## config.mk

```make
export PLATFORM = sky130hd
export DESIGN_NAME = ebus_diag_responder
export DESIGN_NICKNAME = d
export VERILOG_FILES = /design/src/rtl/ebus_diag_responder.sv
export SDC_FILE = /design/constraint.sdc
export NUM_CORES = 1
export LEC_CHECK = 0
export BUFFER_PORTS_ARGS = -buffer_cell sky130_fd_sc_hd__buf_2
export CORE_MARGIN = 4
export CORE_UTILIZATION = 53
export CTS_CLUSTER_DIAMETER = 60
export DETAILED_ROUTE_END_ITERATION = 10
export PLACE_DENSITY = 0.83
export SLEW_MARGIN = 20
export SYNTH_ARGS = -nofsm -noshare
export SYNTH_HDL_FRONTEND = slang
export SYNTH_SLANG_ARGS = --single-unit
export TNS_END_PERCENT = 10
```

## constraint.sdc

```tcl
create_clock -name clk -period 5.2 [get_ports clk]
set_input_delay 0.78 -clock clk [delete_from_list [all_inputs] [get_ports clk]]
set_output_delay 0.78 -clock clk [all_outputs]
set_load 0.02 [all_outputs]
```

## src/rtl/ebus_diag_responder.sv

```systemverilog
// EBUS-side target for DTE diagnostic transactions: decodes ds on strobe rise, writes/reads local registers.
// Optional EBUS_PARITY_EN adds odd parity on EBUS data (dataParIn, dataParOut, sticky parErr).
module ebus_diag_responder #(
    parameter logic [2:0]  UNIT_SEL = 3'o0,
    parameter int unsigned N_REGS   = 4,
    parameter int unsigned SETTLE   = 1
) (
    input  logic                  clk,
    input  logic                  rst_n,
    input  logic [0:6]            ds,
    input  logic                  diagStrobe,
    input  logic [0:35]           dataIn,
    output logic                  driving,
    output logic [0:35]           dataOut,
    output logic                  cmdPulse,
    output logic [35:0]           cmdWord,
    output logic [N_REGS*36-1:0]  regOut,
    output logic                  errSticky
`ifdef EBUS_PARITY_EN
    ,
    input  logic                  dataParIn,
    output logic                  dataParOut,
    output logic                  parErr
`endif
);

    typedef enum logic [1:0] {IDLE, WSETTLE, READ} state_t;

    localparam logic [2:0] SETTLE_LAST = 3'(SETTLE - 1);

    state_t       state, stateNext;
    logic         strobeQ;
    logic [2:0]   dsSubQ;
    logic [2:0]   cnt, cntNext;
    logic [35:0]  regs [N_REGS];
    logic [17:0]  xactCount;

    logic         rise, selected;
    logic         latchDs, writeEn, abortEn, xactInc, drivingNext;
    logic [0:35]  dataOutNext, rdWord, statusWord;
    logic [2:0]   rdSub;
    logic         parBit, badPar;

`ifdef EBUS_PARITY_EN
    assign parBit     = parErr;
    assign badPar     = ~^{dataIn, dataParIn};
    assign dataParOut = driving & ~^dataOut;
`else
    assign parBit     = 1'b0;
    assign badPar     = 1'b0;
`endif

    assign rise       = diagStrobe & ~strobeQ;
    assign selected   = (ds[1:3] == UNIT_SEL);
    assign statusWord = {xactCount, 16'b0, errSticky, parBit};
    // In IDLE the read word is taken straight from ds so data is valid the cycle after the rise.
    assign rdSub      = (state == IDLE) ? ds[4:6] : dsSubQ;

    always_comb begin
        rdWord = '0;
        for (int unsigned i = 0; i < N_REGS; i++)
            if (rdSub == 3'(i)) rdWord = regs[i];
        if (rdSub == 3'd6) rdWord = statusWord;
    end

    always_comb begin
        regOut = '0;
        for (int unsigned i = 0; i < N_REGS; i++)
            regOut[i*36 +: 36] = regs[i];
    end

    always_comb begin
        stateNext   = state;
        cntNext     = cnt;
        latchDs     = 1'b0;
        writeEn     = 1'b0;
        abortEn     = 1'b0;
        xactInc     = 1'b0;
        drivingNext = 1'b0;
        dataOutNext = '0;
        case (state)
            IDLE: begin
                if (rise && selected) begin
                    latchDs = 1'b1;
                    if (ds[0]) begin
                        stateNext   = READ;
                        drivingNext = 1'b1;
                        dataOutNext = rdWord;
                    end else begin
                        stateNext = WSETTLE;
                        cntNext   = '0;
                    end
                end
            end
            WSETTLE: begin
                if (!diagStrobe) begin
                    abortEn   = 1'b1;
                    xactInc   = 1'b1;
                    stateNext = IDLE;
                end else if (cnt == SETTLE_LAST) begin
                    writeEn   = 1'b1;
                    xactInc   = 1'b1;
                    stateNext = IDLE;
                end else begin
                    cntNext = cnt + 3'd1;
                end
            end
            READ: begin
                if (diagStrobe) begin
                    drivingNext = 1'b1;
                    dataOutNext = rdWord;
                end else begin
                    xactInc   = 1'b1;
                    stateNext = IDLE;
                end
            end
            default: stateNext = IDLE;
        endcase
    end

    always_ff @(posedge clk) begin
        if (!rst_n) begin
            state     <= IDLE;
            strobeQ   <= 1'b0;
            dsSubQ    <= '0;
            cnt       <= '0;
            xactCount <= '0;
            driving   <= 1'b0;
            dataOut   <= '0;
            cmdPulse  <= 1'b0;
            cmdWord   <= '0;
            errSticky <= 1'b0;
            for (int unsigned i = 0; i < N_REGS; i++) regs[i] <= '0;
`ifdef EBUS_PARITY_EN
            parErr    <= 1'b0;
`endif
        end else begin
            state    <= stateNext;
            strobeQ  <= diagStrobe;
            cnt      <= cntNext;
            driving  <= drivingNext;
            dataOut  <= dataOutNext;
            cmdPulse <= 1'b0;
            if (latchDs) dsSubQ <= ds[4:6];
            if (xactInc) xactCount <= xactCount + 18'd1;
            if (abortEn) errSticky <= 1'b1;
            if (writeEn) begin
                for (int unsigned i = 0; i < N_REGS; i++)
                    if (dsSubQ == 3'(i)) regs[i] <= dataIn;
                if (dsSubQ == 3'd6) errSticky <= 1'b0;
                if (dsSubQ == 3'd7) begin
                    cmdWord  <= dataIn;
                    cmdPulse <= 1'b1;
                end
`ifdef EBUS_PARITY_EN
                // A bad-parity write to sub-code 6 still leaves parErr set.
                if (badPar) parErr <= 1'b1;
                else if (dsSubQ == 3'd6) parErr <= 1'b0;
`endif
            end
        end
    end

    logic unusedBadPar;
    assign unusedBadPar = badPar;

endmodule

```

### After elaboration in Yosys (flattened, before gate mapping)

Memory sizes are Yosys's and may differ from the RTL's.
Cells that the tools add are included.

* memories: 1
* logic and storage cells: 106
* RAM bits: 144
* flip-flop bits (word level): 102

Memory list
* regs: words 4, bits a word 36, rd ports 4, clocked after Yosys merged registers in 0, write ports 4, line 35 `logic [35:0] regs [N_REGS];`

* add/subtract/negate cells: 2
* reduce and logical (&&, ||, !) cells: 11
* eq/ne operators: 17
* mux-type cells: 59
* bitwise logic cells: 6

Operators by type and width (number)
* 36-bit two-way mux: 12
* 36-bit one-hot mux with 2 select lines: 1
* 1-bit two-way mux: 32
* 18-bit by 1-bit adder with 18-bit output (second input constant): 1
* 3-bit two-way mux: 5
* 3-bit by 2-bit equality test with 1-bit output (second input constant): 4
* 3-bit zero test: 4
* 2-bit two-way mux: 5
* 3-bit equality test (second input constant): 3
* 2-bit inequality test (second input constant): 4
* 3-bit by 1-bit equality test with 1-bit output (second input constant): 2
* 2-bit one-hot mux with 3 select lines: 1
* 3-bit one-hot mux with 2 select lines: 1
* 5-bit AND reduction: 1
* 1-bit OR: 4
* 1-bit one-hot mux with 2 select lines: 2
* 2-bit AND reduction: 2
* 3-bit by 1-bit adder with 3-bit output (second input constant): 1
* 3-bit inequality test (second input constant): 1
* 3-bit AND reduction: 1
* 2-bit by 1-bit equality test with 1-bit output (second input constant): 1
* 2-bit equality test (second input constant): 1
* 2-bit zero test: 1
* 2-bit by 1-bit inequality test with 1-bit output (second input constant): 1
* other kinds (4): 4

### Longest topological paths before layout

Gate-level depths: netlist of run 1.

* word-level depth: 11
* gate-level depth with buffers: 10

### Worst setup path before layout of run 1

Ideal clock, no wire load.

* path type: input to register
* start point: input diagStrobe
* end point: memory regs[0][0], enable pin
* stages on the path: 4
* library setup time: 0.479 ns
* slack: 0.982 ns
* data required time: 4.721 ns
* data arrival time: 3.739 ns
* path through: nand3_2 -> nor4_2 -> inv_2 -> o21ai_0

RTL lines
* start: declaration: line 11 `input logic diagStrobe,`
* end: declaration: line 35

### Worst setup path after layout of run 1

* start point: register state[1]
* end point: register dataOut[17] in the netlist's numbering

* longest elaborated chain between the ends: 11
* elaborated cells between the ends (all ways): 17
* those cells by class: eq/ne: 5; mux: 10; reduce/logical: 2

RTL lines
* start: declaration: line 31 `state_t state, stateNext;`
* start signal: assignment: line 138 `state <= stateNext;`
* 2-bit zero test: line 57, 81
* 3-bit two-way mux: line 57 `assign rdSub = (state == IDLE) ? ds[4:6] : dsSubQ;`
* 3-bit zero test: line 62 `if (rdSub == 3'(i)) rdWord = regs[i];`
* 36-bit two-way mux (4 in series): line 62
* 36-bit two-way mux: line 63 `if (rdSub == 3'd6) rdWord = statusWord;`
* 36-bit two-way mux: line 85 `if (ds[0]) begin`
* 36-bit two-way mux: line 83 `if (rise && selected) begin`
* 36-bit one-hot mux with 2 select lines (*): line 81 `case (state)`
* end signal: assignment: line 142 `dataOut <= dataOutNext;`
* end: declaration: line 14 `output logic [0:35] dataOut,`

Every way passes the cells marked *; elsewhere a longest branch is shown, timed or not.
A chain may end at the register's enable or synchronous reset.

==> results.ini, run 1 <==
[logic_synthesis]
synth-edff-count = 144
ys.flop_type = edfxtp_1
yosys-top-cells-area = edfxtp_1 (41%), dfxtp_1 (19%), and2_1 (9.6%)
netlist.top_cell.by_area = edfxtp_1
synth_cells = 927
yosysWarnings = 0
ys_ff_latch = 246
synthArstFlopShare = 0
syn_nets = 979
ys_types = 52
syn_area_per_cell_um2 = 11.4
netlist_area_um2 = 10500
yosys.area.top_type_share = 0.410
ys_seq_area_frac = 0.604

[critical_path]
startpoint_type = flip-flop
worstSetupPathType = reg2reg
reg2reg_depth = 8
timing.rr.end = dataOut[17]
r2r_setup_slack_ns = 2.04
reg2reg_from = state[1]
endpoint_kind = flip-flop
cp_max_fo = 26
arrival_ns = 3.53
cp.required_ns = 5.57

[placement]
dp_hpwl_um = 20900
place_congestion = 0.833
place.port_buffers = 264
dp_cells = 1414
post-place-ws_ns = 2.08

[global_route]
grt_start_max_net_pins = 58
grt-ovfl-total = 0
antenna_found_initial = 0
grt_pass1_vias = 8167
grt_pass1_wl_um = 46600
track_usage = 0.271

[cells_and_area]
drive_above_1_share = 0.300
final_util = 0.665
nNetsFinal = 1229
multi_input_area_um2 = 3830
area_growth_syn_to_layout_pct = 23.1
nFillCells = 1482
seqCellArea_um2 = 6370
antenna_cells = 0
layout.cells.non_filler = 1462

[timing]
rsz0062_at_grt = false
fin_crit_sh = 0.608
final-setup-viol-count = 0
hold_viol_final = 0
worst_slack_ns = 2.04
worstMarginPinSlew_ns = 0.906
relSlewSlack = 0.396
finalSetupTns_ns = 0
period_minus_slack_ns = 3.16
drv_slew = 0
clock_skew_ns = 0.0111
clock.fmax_mhz = 316

[pwr]
p_sw_mw = 1.04
pwr-share-comb = 0.071
swShare = 0.232
internal_power_mw = 3.43
p_leak_nw = 5.53
power_density_nw_per_um2 = 344
vdd_drop_max_mv = 0.360
power.share.sequential = 0.477
p_clk_frac = 0.453

[route]
firstDrtPassIters = 5
drc = 0
drt_iter0_drc = 687
vias_per_cell = 5.58
drtAntennaViolNets = 0
wirelength_um = 30600
vias = 8165
wl_per_cell_um = 20.9

[flow_run]
cap_violations = 0

[clock_tree]
ctsHtreeMaxLevel = 1
cts_buffers = 26
root_buffer = clkbuf_16
cts_setup_buffers = 0
path_clk_slew_ns = 0.06
cts_resized = 0
clock-sinks = 246
clkLatencyLatePin_ns = 0.53
cts_tree = yes
ctsHoldBuffers = 0
clock_path_buffers = 3

[floorplan]
fp.dieArea_um2 = 22200
fp.coreArea_um2 = 19500
die_h_um = 149
die_w_um = 149
boundaryPins = 265
start_util = 0.540
row_count = 51

[min_path]
worstHoldEndpoint = cmdWord[29]
hold_start = cmdWord[29]
holdPathStages = 2
hp-class = reg2reg

[outcome]
status = complete, no violations

==> power groups by stage <==
| stage | Combinational, mW | Sequential [mW] | Clock, mW |
|---|---|---|---|
| after floorplan | 0.130 | 2.22 | 0 |
| after global placement | 0.305 | 2.17 | 0 |
| after detailed placement | 0.311 | 2.17 | 0 |
| after CTS | 0.314 | 2.13 | 2.03 |
| after global routing | 0.334 | 2.13 | 2.13 |
| final | 0.316 | 2.13 | 2.02 |
==> cell usage after synthesis (all sizes together), types with 11 or more instances <==
| master | number |
|---|---|
| nor2b | 11 |
| dfxtp | 102 |
| a21oi | 27 |
| clkbuf | 26 |
| edfxtp | 144 |
| mux2i | 45 |
| buf | 31 |
| nor2 | 57 |
| a21boi | 36 |
| and2 | 161 |
| o22ai | 11 |
| inv | 19 |
| o221ai | 24 |
| nand3 | 12 |
| nand2 | 132 |
| o21ai | 29 |
==> sequential cells by signal, summed over array words and instances (netlist names), 2 cells and up <==
name,cells
xactCount,18
dsSubQ,3
regs,144
cnt,3
dataOut,36
state,2
cmdWord,36
==> per-stage QoR <==
stage	power (mW)	area [µm²]	hold WS, ns
final	4.46	13000	0.450
after global routing	4.59	13000	0.474
after floorplan	2.35	10500	0.455
after global placement	2.47	12000	0.438
after CTS	4.47	13000	0.452
after detailed placement	2.48	12000	0.444
==> cells by family after synthesis <==
| family | share of synthesized area |
|---|---|
| compound gates | 0.0901 |
| fa+ha+maj | 0.00712 |
| buf+inv | 0.0396 |
| simple gates | 0.201 |
| mux | 0.0450 |
| xor+xnor | 0.0133 |
| flops | 0.604 |
==> layout by cell type (no fill, tap or decap), drive strengths merged, types with 12 or more instances in the layout <==
master    n
o221ai   24
nor2     57
o21ai    29
buf     279
dfxtp   102
clkbuf   29
and2    161
inv      20
mux2i    45
edfxtp  144
a21oi    27
nand3    12
nand2   132
a21boi   36
==> worst max-delay path, stage by stage (launching register included) <==
cell	delay, ns
dfxtp_1	0.33
inv_1	0.09
ha_1	0.66
mux2i_4	0.79
buf_4	0.51
mux2i_1	0.27
o221ai_1	0.15
o221ai_1	0.13
nor2_1	0.06
==> routing by layer <==
metal | global-route usage | part of all wire | vias to the layer above
met5 | 0 | 0 | -
met4 | 0.0947 | 0.033 | 0
met3 | 0.0510 | 0.091 | 75
met2 | 0.449 | 0.49 | 419
met1 | 0.359 | 0.39 | 3973
li1 | - | - | 3698
==> worst max path at each step <==
stage / startpoint / end / slack, ns / cells past startpoint
after global routing: state[1] / dataOut[17] / 1.84 / 8
after CTS: state[0] / dataOut[17] / 2.06 / 8
after global placement: state[0] / dataOut[34] / 2.25 / 8
after floorplan: diagStrobe / regs[0][0] / 0.98 / 4
after detailed placement: state[1] / dataOut[17] / 2.08 / 8
final: state[1] / dataOut[17] / 2.04 / 8
==> layout make-up <==
type | count | area share
sequential | 246 | 0.490
multi-input combinational | 605 | 0.295
timing repair buffer | 279 | 0.110
clock buffer | 29 | 0.0543
tap | 265 | 0.0255
clock inverter | 19 | 0.0189
inverter | 19 | 0.00549
Power figures use the tool's default switching activity.
==> run 2: changes to the inputs <==
- CORE_UTILIZATION: 53 -> 48
- PLACE_DENSITY: 0.83 -> 0.79
- clock period: 5.2 -> 2.7 ns (I/O delays scaled with it)
==> run 2 against run 1 <==
  * Design area grew 1.1%
  * Clock-buffer cell count is 13 higher
  * Via count grew 0.69%
  * First-iteration DRC count grew 1.9%
==> results.ini, run 2 (same netlist as run 1, synthesis figures left out) <==
[cells_and_area]
final_area_um2 = 13100
max_flop_register = regs
final_common_cell = buf_2
final_cell_mix = buf_2 (264), and2_1 (161), edfxtp_1 (144), nand2_1 (128), dfxtp_1 (102)
top_regs = regs (144), cmdWord (36), dataOut (36)
area_growth_syn_to_layout_pct = 24.4
nNetsFinal = 1249
largest_reg_flops = 144
drive_above_1_share = 0.305

[timing]
drv_slew = 0
rsz0062_at_grt = false
period_minus_slack_ns = 2.31
hold_viol_final = 0
final-setup-viol-count = 0
clock_skew_ns = 0.00638
relSlewSlack = 0.557
fin_crit_sh = 0.856
worstMarginPinSlew_ns = 0.664
clock.fmax_mhz = 433

[global_route]
grt_pass1_wl_um = 47000
grt_start_max_net_pins = 37
antenna_found_initial = 4
track_usage = 0.248
grt-ovfl-total = 0
grt_pass1_vias = 8042

[clock_tree]
cts_buffers = 27
clock-sinks = 246
clock_path_buffers = 3
clkLatencyLatePin_ns = 0.53
ctsHtreeMaxLevel = 1
cts_setup_buffers = 0
root_buffer = clkbuf_16
cts_tree = yes
path_clk_slew_ns = 0.06
cts_resized = 0
ctsHoldBuffers = 0

[critical_path]
arrival_ns = 2.71
cp.required_ns = 3.10
reg2reg_depth = 9
cp_max_fo = 17
worstSetupPathType = reg2reg
endpoint_kind = flip-flop
startpoint_type = flip-flop

[pwr]
p_leak_nw = 5.62
power_density_nw_per_um2 = 629
power_mw = 8.25
vdd_drop_max_mv = 0.439

[route]
firstDrtPassIters = 6
vias = 8221
wirelength_um = 31500
drt_iter0_drc = 700
drtAntennaViolNets = 0
vias_per_cell = 5.49
wl_per_cell_um = 21.0
drc = 0

[min_path]
hp-class = in2reg
holdPathStages = 3

[floorplan]
die_h_um = 156
die_w_um = 156
fp.coreArea_um2 = 21300
boundaryPins = 265
fp.dieArea_um2 = 24400
start_util = 0.495
row_count = 53

[placement]
placed_area_um2 = 12200
place_congestion = 0.906
place.port_buffers = 264
dp_hpwl_um = 22100

[outcome]
status = complete, no violations

[flow_run]
cap_violations = 0

[run 2: cell types whose count changed in the layout (fill, tap and decap cells not counted), sizes merged]
cell,previous run,this run
bufinv,5,0
diode,0,4
clkbuf,29,42
buf,279,298
clkinvlp,7,1
[run 2: layout make-up]
class | count | area, µm²
Tap cell | 275 | 344
Sequential cell | 246 | 6370
Fill cell | 1714 | 8170
Clock inverter | 8 | 47.5
Timing Repair Buffer | 298 | 1630
Antenna cell | 4 | 10.0
Multi-Input combinational cell | 605 | 3840
Inverter | 19 | 71.3
Clock buffer | 42 | 813
[run 2: critical path: stages, from the launching register on]
cell and delay [ns]:
dfxtp_1 0.32, inv_1 0.08, ha_1 0.47, buf_4 0.26
nor4bb_1 0.07, a31oi_2 0.29, buf_4 0.33, o21ai_0 0.15
o22ai_1 0.15, nor2_1 0.05
[run 2: layer usage]
metal	global-route usage	vias up	routed length, µm
li1	-	3742	-
met3	0.0426	78	2670
met4	0.105	0	1300
met2	0.404	413	14700
met1	0.329	3988	12700
met5	0	-	0
[run 2: through the flow]
stage	util	instances	TNS [ns]	worst slack (ns)	hold WS [ns]
after global placement	0.575	1443	0	0.534	0.437
final	0.616	1497	0	0.389	0.147
after detailed placement	0.575	1443	0	0.445	0.443
after floorplan	-	927	-58.96	-0.414	0.455
after global routing	0.616	1497	0	0.236	0.140
after CTS	0.616	1493	0	0.405	0.128
[run 2: final timing paths]
| path | slack [ns] | end | start |
|---|---|---|---|
| worst max-delay path | 0.39 | dataOut[30] | state[0] |
| worst min-delay path | 0.15 | cmdWord[28] | dataIn[7] |
| worst max register to register | 0.39 | dataOut[30] | state[0] |
| worst min register to register | 0.45 | cmdWord[16] | cmdWord[16] |
[run 2: where the power goes]
part	internal [mW]	switching (mW)
logic	0.209	0.420
registers	4.04	0.0567
clock network	2.07	1.45
total	6.32	1.93
